`config.mk`:
```
export PLATFORM = sky130hd
export DESIGN_NAME = gpu_irq_ctrl
export DESIGN_NICKNAME = d
export VERILOG_FILES = /design/src/rtl/gpu_irq_pkg.sv /design/src/rtl/gpu_irq_src_cell.sv /design/src/rtl/gpu_irq_ctrl.sv
export SDC_FILE = /design/constraint.sdc
export NUM_CORES = 1
export LEC_CHECK = 0
export BUFFER_PORTS_ARGS = -buffer_cell sky130_fd_sc_hd__buf_4
export CORE_AREA = 3 3 41 43
export DETAILED_ROUTE_END_ITERATION = 12
export DIE_AREA = 0 0 44 46
export GPL_TIMING_DRIVEN = 0
export HOLD_SLACK_MARGIN = 0.02
export PLACE_DENSITY_LB_ADDON = 0.08
export SYNTH_ARGS = -nofsm -noshare
export SYNTH_HDL_FRONTEND = slang
export SYNTH_SLANG_ARGS = --single-unit
```
`constraint.sdc`:
```
create_clock -name i_clk -period 1.8 [get_ports i_clk]
set_input_delay 0.09 -clock i_clk [delete_from_list [all_inputs] [get_ports i_clk]]
set_output_delay 0.09 -clock i_clk [all_outputs]
set_load 0.02 [all_outputs]
```
`src/rtl/gpu_irq_pkg.sv`:
```
// Shared constants, vector type and priority helper for the GPU interrupt controller.
package gpu_irq_pkg;

   localparam int unsigned GPU_IRQ_MAX_SRC = 16;
   localparam int unsigned GPU_IRQ_IDX_W   = 4;

   // Conventional source assignment on the GPU event bus.
   localparam int unsigned IRQ_SRC_GP0    = 0;
   localparam int unsigned IRQ_SRC_VBLANK = 1;
   localparam int unsigned IRQ_SRC_DMA    = 2;
   localparam int unsigned IRQ_SRC_FIFO   = 3;

   typedef logic [GPU_IRQ_MAX_SRC-1:0] irq_vec_t;

   // Index of the lowest set bit; 0 when the vector is empty.
   function automatic logic [GPU_IRQ_IDX_W-1:0] lowest_set(input irq_vec_t vec);
      logic [GPU_IRQ_IDX_W-1:0] idx;
      idx = '0;
      for (int i = GPU_IRQ_MAX_SRC - 1; i >= 0; i--) begin
         if (vec[i]) idx = GPU_IRQ_IDX_W'(i);
      end
      return idx;
   endfunction

endpackage

```
`src/rtl/gpu_irq_src_cell.sv`:
```
// One interrupt source: edge/level trigger detect feeding a sticky pending bit.
module gpu_irq_src_cell #(
   parameter logic EDGE = 1'b1
) (
   input  logic clk_i,
   input  logic rst_i,
   input  logic src_i,
   input  logic sw_set_i,
   input  logic ack_i,
   output logic pending_o
);

   logic src_prev_q, src_prev_d;
   logic pend_q, pend_d;
   logic trig;

   // Trigger detect and pending next-state; a set in the same cycle as an ack wins.
   always_comb begin
      trig       = EDGE ? (src_i & ~src_prev_q) : src_i;
      src_prev_d = src_i;
      pend_d     = (pend_q & ~ack_i) | trig | sw_set_i;
   end

   // State registers; reset clears history so a source held high re-triggers afterwards.
   always_ff @(posedge clk_i) begin
      if (rst_i) begin
         src_prev_q <= 1'b0;
         pend_q     <= 1'b0;
      end else begin
         src_prev_q <= src_prev_d;
         pend_q     <= pend_d;
      end
   end

   assign pending_o = pend_q;

endmodule

```
`src/rtl/gpu_irq_ctrl.sv`:
```
// Multi-source GPU interrupt controller: sticky pending bits, enable mask, registered
// aggregated IRQ and lowest-index source. Define GPU_IRQ_COALESCE_EN to add a holdoff
// counter that keeps o_irq low for HOLDOFF cycles after each deassertion.
module gpu_irq_ctrl
   import gpu_irq_pkg::*;
#(
   parameter int unsigned        NUM_SRC   = 4,
   parameter int unsigned        IDX_W     = (NUM_SRC > 1) ? $clog2(NUM_SRC) : 1,
   parameter logic [NUM_SRC-1:0] EDGE_MASK = '1,
   parameter logic [NUM_SRC-1:0] MASK_RST  = '0,
   parameter int unsigned        HOLDOFF   = 8
) (
   input  logic               i_clk,
   input  logic               i_rst,
   input  logic [NUM_SRC-1:0] i_src,
   input  logic [NUM_SRC-1:0] i_swSet,
   input  logic [NUM_SRC-1:0] i_ack,
   input  logic               i_maskWr,
   input  logic [NUM_SRC-1:0] i_maskData,
   output logic [NUM_SRC-1:0] o_pending,
   output logic [NUM_SRC-1:0] o_mask,
   output logic               o_irq,
   output logic [IDX_W-1:0]   o_irqIdx
);

   if (NUM_SRC < 1 || NUM_SRC > GPU_IRQ_MAX_SRC || HOLDOFF < 1 || HOLDOFF > 255) begin : g_bad_cfg
      $error("gpu_irq_ctrl: NUM_SRC or HOLDOFF out of range");
   end

   logic [NUM_SRC-1:0] pend;
   logic [NUM_SRC-1:0] mask_q, mask_d;
   logic               irq_q, irq_d;
   logic [IDX_W-1:0]   idx_q, idx_d;
   logic [NUM_SRC-1:0] act;
   irq_vec_t           act_ext;
   logic               raw_irq;

   for (genvar k = 0; k < NUM_SRC; k++) begin : g_src
      gpu_irq_src_cell #(
         .EDGE (EDGE_MASK[k])
      ) u_cell (
         .clk_i     (i_clk),
         .rst_i     (i_rst),
         .src_i     (i_src[k]),
         .sw_set_i  (i_swSet[k]),
         .ack_i     (i_ack[k]),
         .pending_o (pend[k])
      );
   end

`ifdef GPU_IRQ_COALESCE_EN
   logic [7:0] hold_q, hold_d;
   logic       hold_load;

   // Holdoff: reload on every o_irq fall, count down, release o_irq once the next count is 0.
   // While o_irq is high the counter is already 0, so the load depends only on raw_irq.
   always_comb begin
      hold_load = irq_q & ~raw_irq;
      if (hold_load) begin
         hold_d = 8'(HOLDOFF);
      end else if (hold_q != 8'd0) begin
         hold_d = hold_q - 8'd1;
      end else begin
         hold_d = 8'd0;
      end
   end

   // Holdoff counter register.
   always_ff @(posedge i_clk) begin
      if (i_rst) hold_q <= 8'd0;
      else       hold_q <= hold_d;
   end
`endif

   // Mask update and output next-state from registered pending/mask.
   always_comb begin
      mask_d = i_maskWr ? i_maskData : mask_q;
      act    = pend & mask_q;
      raw_irq = |act;
      act_ext = '0;
      act_ext[NUM_SRC-1:0] = act;
      idx_d  = IDX_W'(lowest_set(act_ext));
`ifdef GPU_IRQ_COALESCE_EN
      irq_d  = raw_irq & (hold_d == 8'd0);
`else
      irq_d  = raw_irq;
`endif
   end

   // Mask and output registers.
   always_ff @(posedge i_clk) begin
      if (i_rst) begin
         mask_q <= MASK_RST;
         irq_q  <= 1'b0;
         idx_q  <= '0;
      end else begin
         mask_q <= mask_d;
         irq_q  <= irq_d;
         idx_q  <= idx_d;
      end
   end

   assign o_pending = pend;
   assign o_mask    = mask_q;
   assign o_irq     = irq_q;
   assign o_irqIdx  = idx_q;

endmodule

```
==> metrics.md <==
| Metric | Value |
|---|---|
| Fin worst setup slack | 0.596 ns |
| Maximum clock path buffer count | 2 |
| Grt total ovfl | 0 |
| Worst R2R End | o_irq$_SDFF_PP0_ |
| Num rows | 13 |
| Worst slack, placed | ~1.0 ns |
| Hpwl dp | a little over 800 µm |
| Port Buf Inserts | 28 |
| DR vias/cell | approximately 4.3 |
| Worst reg-to-reg path cell count | 2 |
| CP Max Fanout | 5 |
| DR iter-0 viols | 0 |
| Largest net degree at the start of global routing | 11 |
| Vias in the first global route | between 400 and 500 |
| Drt pass-1 iters | 1 |
| DRC | 0 |
| Wire per inst | around 10 µm |
| Crit Path Class | primary input to register |
| Leak | 0.449 nW |
| Cell area after layout | between 900 and 1000 µm² |
| Syn Inst Count | 58 |
| Routed vias | 481 |
| Fmax | between 800 and 900 MHz |
| Sequential fraction of the synthesis area | between 50% and 60% |
| Setup violators final | 0 |
| Root buf cell | clkbuf_4 |
| Ports | 30 |
| Clk_lat worst skew | 0.28 ns |
| Max_cap viols | 0 |
| Crit path required time | ~2.0 ns |
| Hold Worst Slack | approximately 0.030 ns |
| Outcome | complete, no violations |
| Total core area | ~1300 µm² |
| Unrepaired setup endpoints after global routing | no |
| Count of clock tree sinks | 15 |
| Initial Util | between 40 and 50% |
| Detail Route Antenna Nets | 0 |
| # H-tree levels | 1 |
| Final hold vios | 0 |
| Nets | 117 |
| GRT Overall Usage | between 10% and 20% |
| Tmin final | between 1 and 1.5 ns |
| Layout cell share with drive strength beyond 1 | around 43% |
| DP Area | 817 µm² |
| Min-Delay Path Class | primary input to register |
| DIE AREA | 2020 µm² |
| Final RePlAce weighted congestion | ~0.63 |
| CP endpoint kind | register |
| Synthesized area per cell | between 10 and 15 µm² |
| PD cells | between 700 and 800 nW/µm² |
| Diode count | 0 |
| Syn nets | 77 |
| Setup Skew | ~0.010 ns |
| Synth-to-layout area growth | 55.3% |
| Synth unique cells | 16 |
| Final instance count without filler cells | ~110 |
| Relative slew slack | 84.6% |
| Maximum vdd drop | around 0.52 mV |
| First-pass GRT wire length | ~1.9 mm |
| Final WL | approximately 1.1 mm |
| CP Capture Point | g_src[2].u_cell.src_prev_q$_SDFF_PP0_ |
| Chip height | roughly 46 µm |
| Pins Over Slew Limit | 0 |
| Commonest cells after routing, fill and taps aside | buf_4 (33), dfxtp_1 (15), nor2_1 (8), inv_1 (8), dlygate4sd3_1 (7) |
| Crit path DAT | between 1 and 1.5 ns |
| Resize count post-CTS | 0 |
| Synth Cell Area | between 500 and 600 µm² |
| Worst slew pin tran | about 0.23 ns |
| CTS Buf Count | 3 |
| Tcrit/Tclk final | between 60% and 70% |
| Chip Width | roughly 44 µm |
| Synth Warn # | 0 |
| Placed Instances | between 100 and 150 |
| Commonest non-fill, non-tap cell in the layout | buf_4 |
| Setup tns final | 0 ns |
| Crit path launch | i_rst |
| R2r setup slk | slightly below 1 ns |
| Register bit total from synthesis | 15 |
| Reg2reg start | g_src[2].u_cell.pending_o$_SDFF_PP0_ |
| TritonCTS clock tree | done |
| Startpoint Class | primary input |
| Initial antenna violation count | 0 |
| Clk pin slew, worst setup/hold paths | 0.09 ns |
==> report_power, final <==
group | internal (mW) | switching [mW] | total, mW
logic | 0.0823 | 0.0550 | 0.137
registers | 0.352 | 0.0138 | 0.366
clock network | 0.0861 | 0.0987 | 0.185
==> layer usage <==
layer  vias up  wire length [µm]  track usage (%)  part of all wire (%)
met5         -                 0                0                     0
met3         2               103             7.11                   9.0
met4         0                10             7.23                  0.88
met1       200               461             14.3                    40
li1        261                 -                -                     -
met2        18               564             21.5                    50
==> flip-flops by register name, indices dropped and copies added, names as in the netlist <==
name and flops:
g_src.u_cell.pending_o 4, g_src.u_cell.src_prev_q 4, o_irq 1, o_irqIdx 2
o_mask 4
==> area by class of cell <==
| class | instances | area [µm²] |
|---|---|---|
| plain buffers | 6 | 48.8 |
| clock buffers | 4 | 26.3 |
| fillers | 115 | 420 |
| inverters | 8 | 30.0 |
| multi-input cells | 29 | 209 |
| flip-flops and latches | 15 | 300 |
| well taps | 15 | 18.8 |
| repair buffers | 35 | 280 |
==> cell families after synthesis <==
logic type	after synthesis	share of synthesized area (%)
and+or+nand+nor	18	16.6
DFF	15	51.1
buffers and inverters	14	13.4
AOI/OAI and AO/OA	7	12.1
muxes	4	6.81
==> through the flow <==
| stage | total power [mW] | utilization, % |
|---|---|---|
| floorplan | 0.439 | - |
| global placement | 0.498 | 61.3 |
| detailed placement | 0.500 | 61.3 |
| CTS | 0.699 | 68.5 |
| global route | 0.724 | 68.5 |
| finish | 0.688 | 68.5 |
==> worst max-delay path: stages <==
cell and delay (ns):
dlygate4sd3_1 0.54, buf_4 0.16, nor2b_1 0.09, dlygate4sd3_1 0.55
==> synthesized netlist by cell type <==
cell type | count | area (µm²)
a221oi_1 | 2 | 17.5
a31oi_1 | 1 | 6.26
inv_1 | 8 | 30.0
nor2_1 | 8 | 30.0
nor2b_1 | 4 | 25.0
nor3b_2 | 1 | 12.5
mux2i_1 | 4 | 40.0
buf_4 | 5 | 37.5
nand3_1 | 1 | 5.00
nand2_1 | 3 | 11.3
nand2b_4 | 1 | 13.8
a21oi_1 | 1 | 5.00
a22oi_2 | 1 | 12.5
buf_6 | 1 | 11.3
a221oi_2 | 2 | 30.0
dfxtp_1 | 15 | 300
==> what timing repair did <==
item                       4_1_cts  5_1_grt
hold buffers                     7        0
setup endpoints to repair        0        0
setup buffers                    0        0
hold endpoints to repair         8        0
==> how the worst min path moves through the flow <==
stage / from / end / slack (ns) / cells past startpoint
finish: i_src[0] / g_src[0].u_cell.pending_o$_SDFF_PP0_ / 0.03 / 3
floorplan: i_rst / g_src[0].u_cell.src_prev_q$_SDFF_PP0_ / 0.16 / 1
CTS: i_src[0] / g_src[0].u_cell.pending_o$_SDFF_PP0_ / 0.02 / 3
detailed placement: i_swSet[0] / g_src[0].u_cell.pending_o$_SDFF_PP0_ / 0.30 / 3
global route: i_src[0] / g_src[0].u_cell.src_prev_q$_SDFF_PP0_ / 0.04 / 2
global placement: i_swSet[1] / g_src[1].u_cell.pending_o$_SDFF_PP0_ / 0.30 / 3
Power figures use the tool's default switching activity.
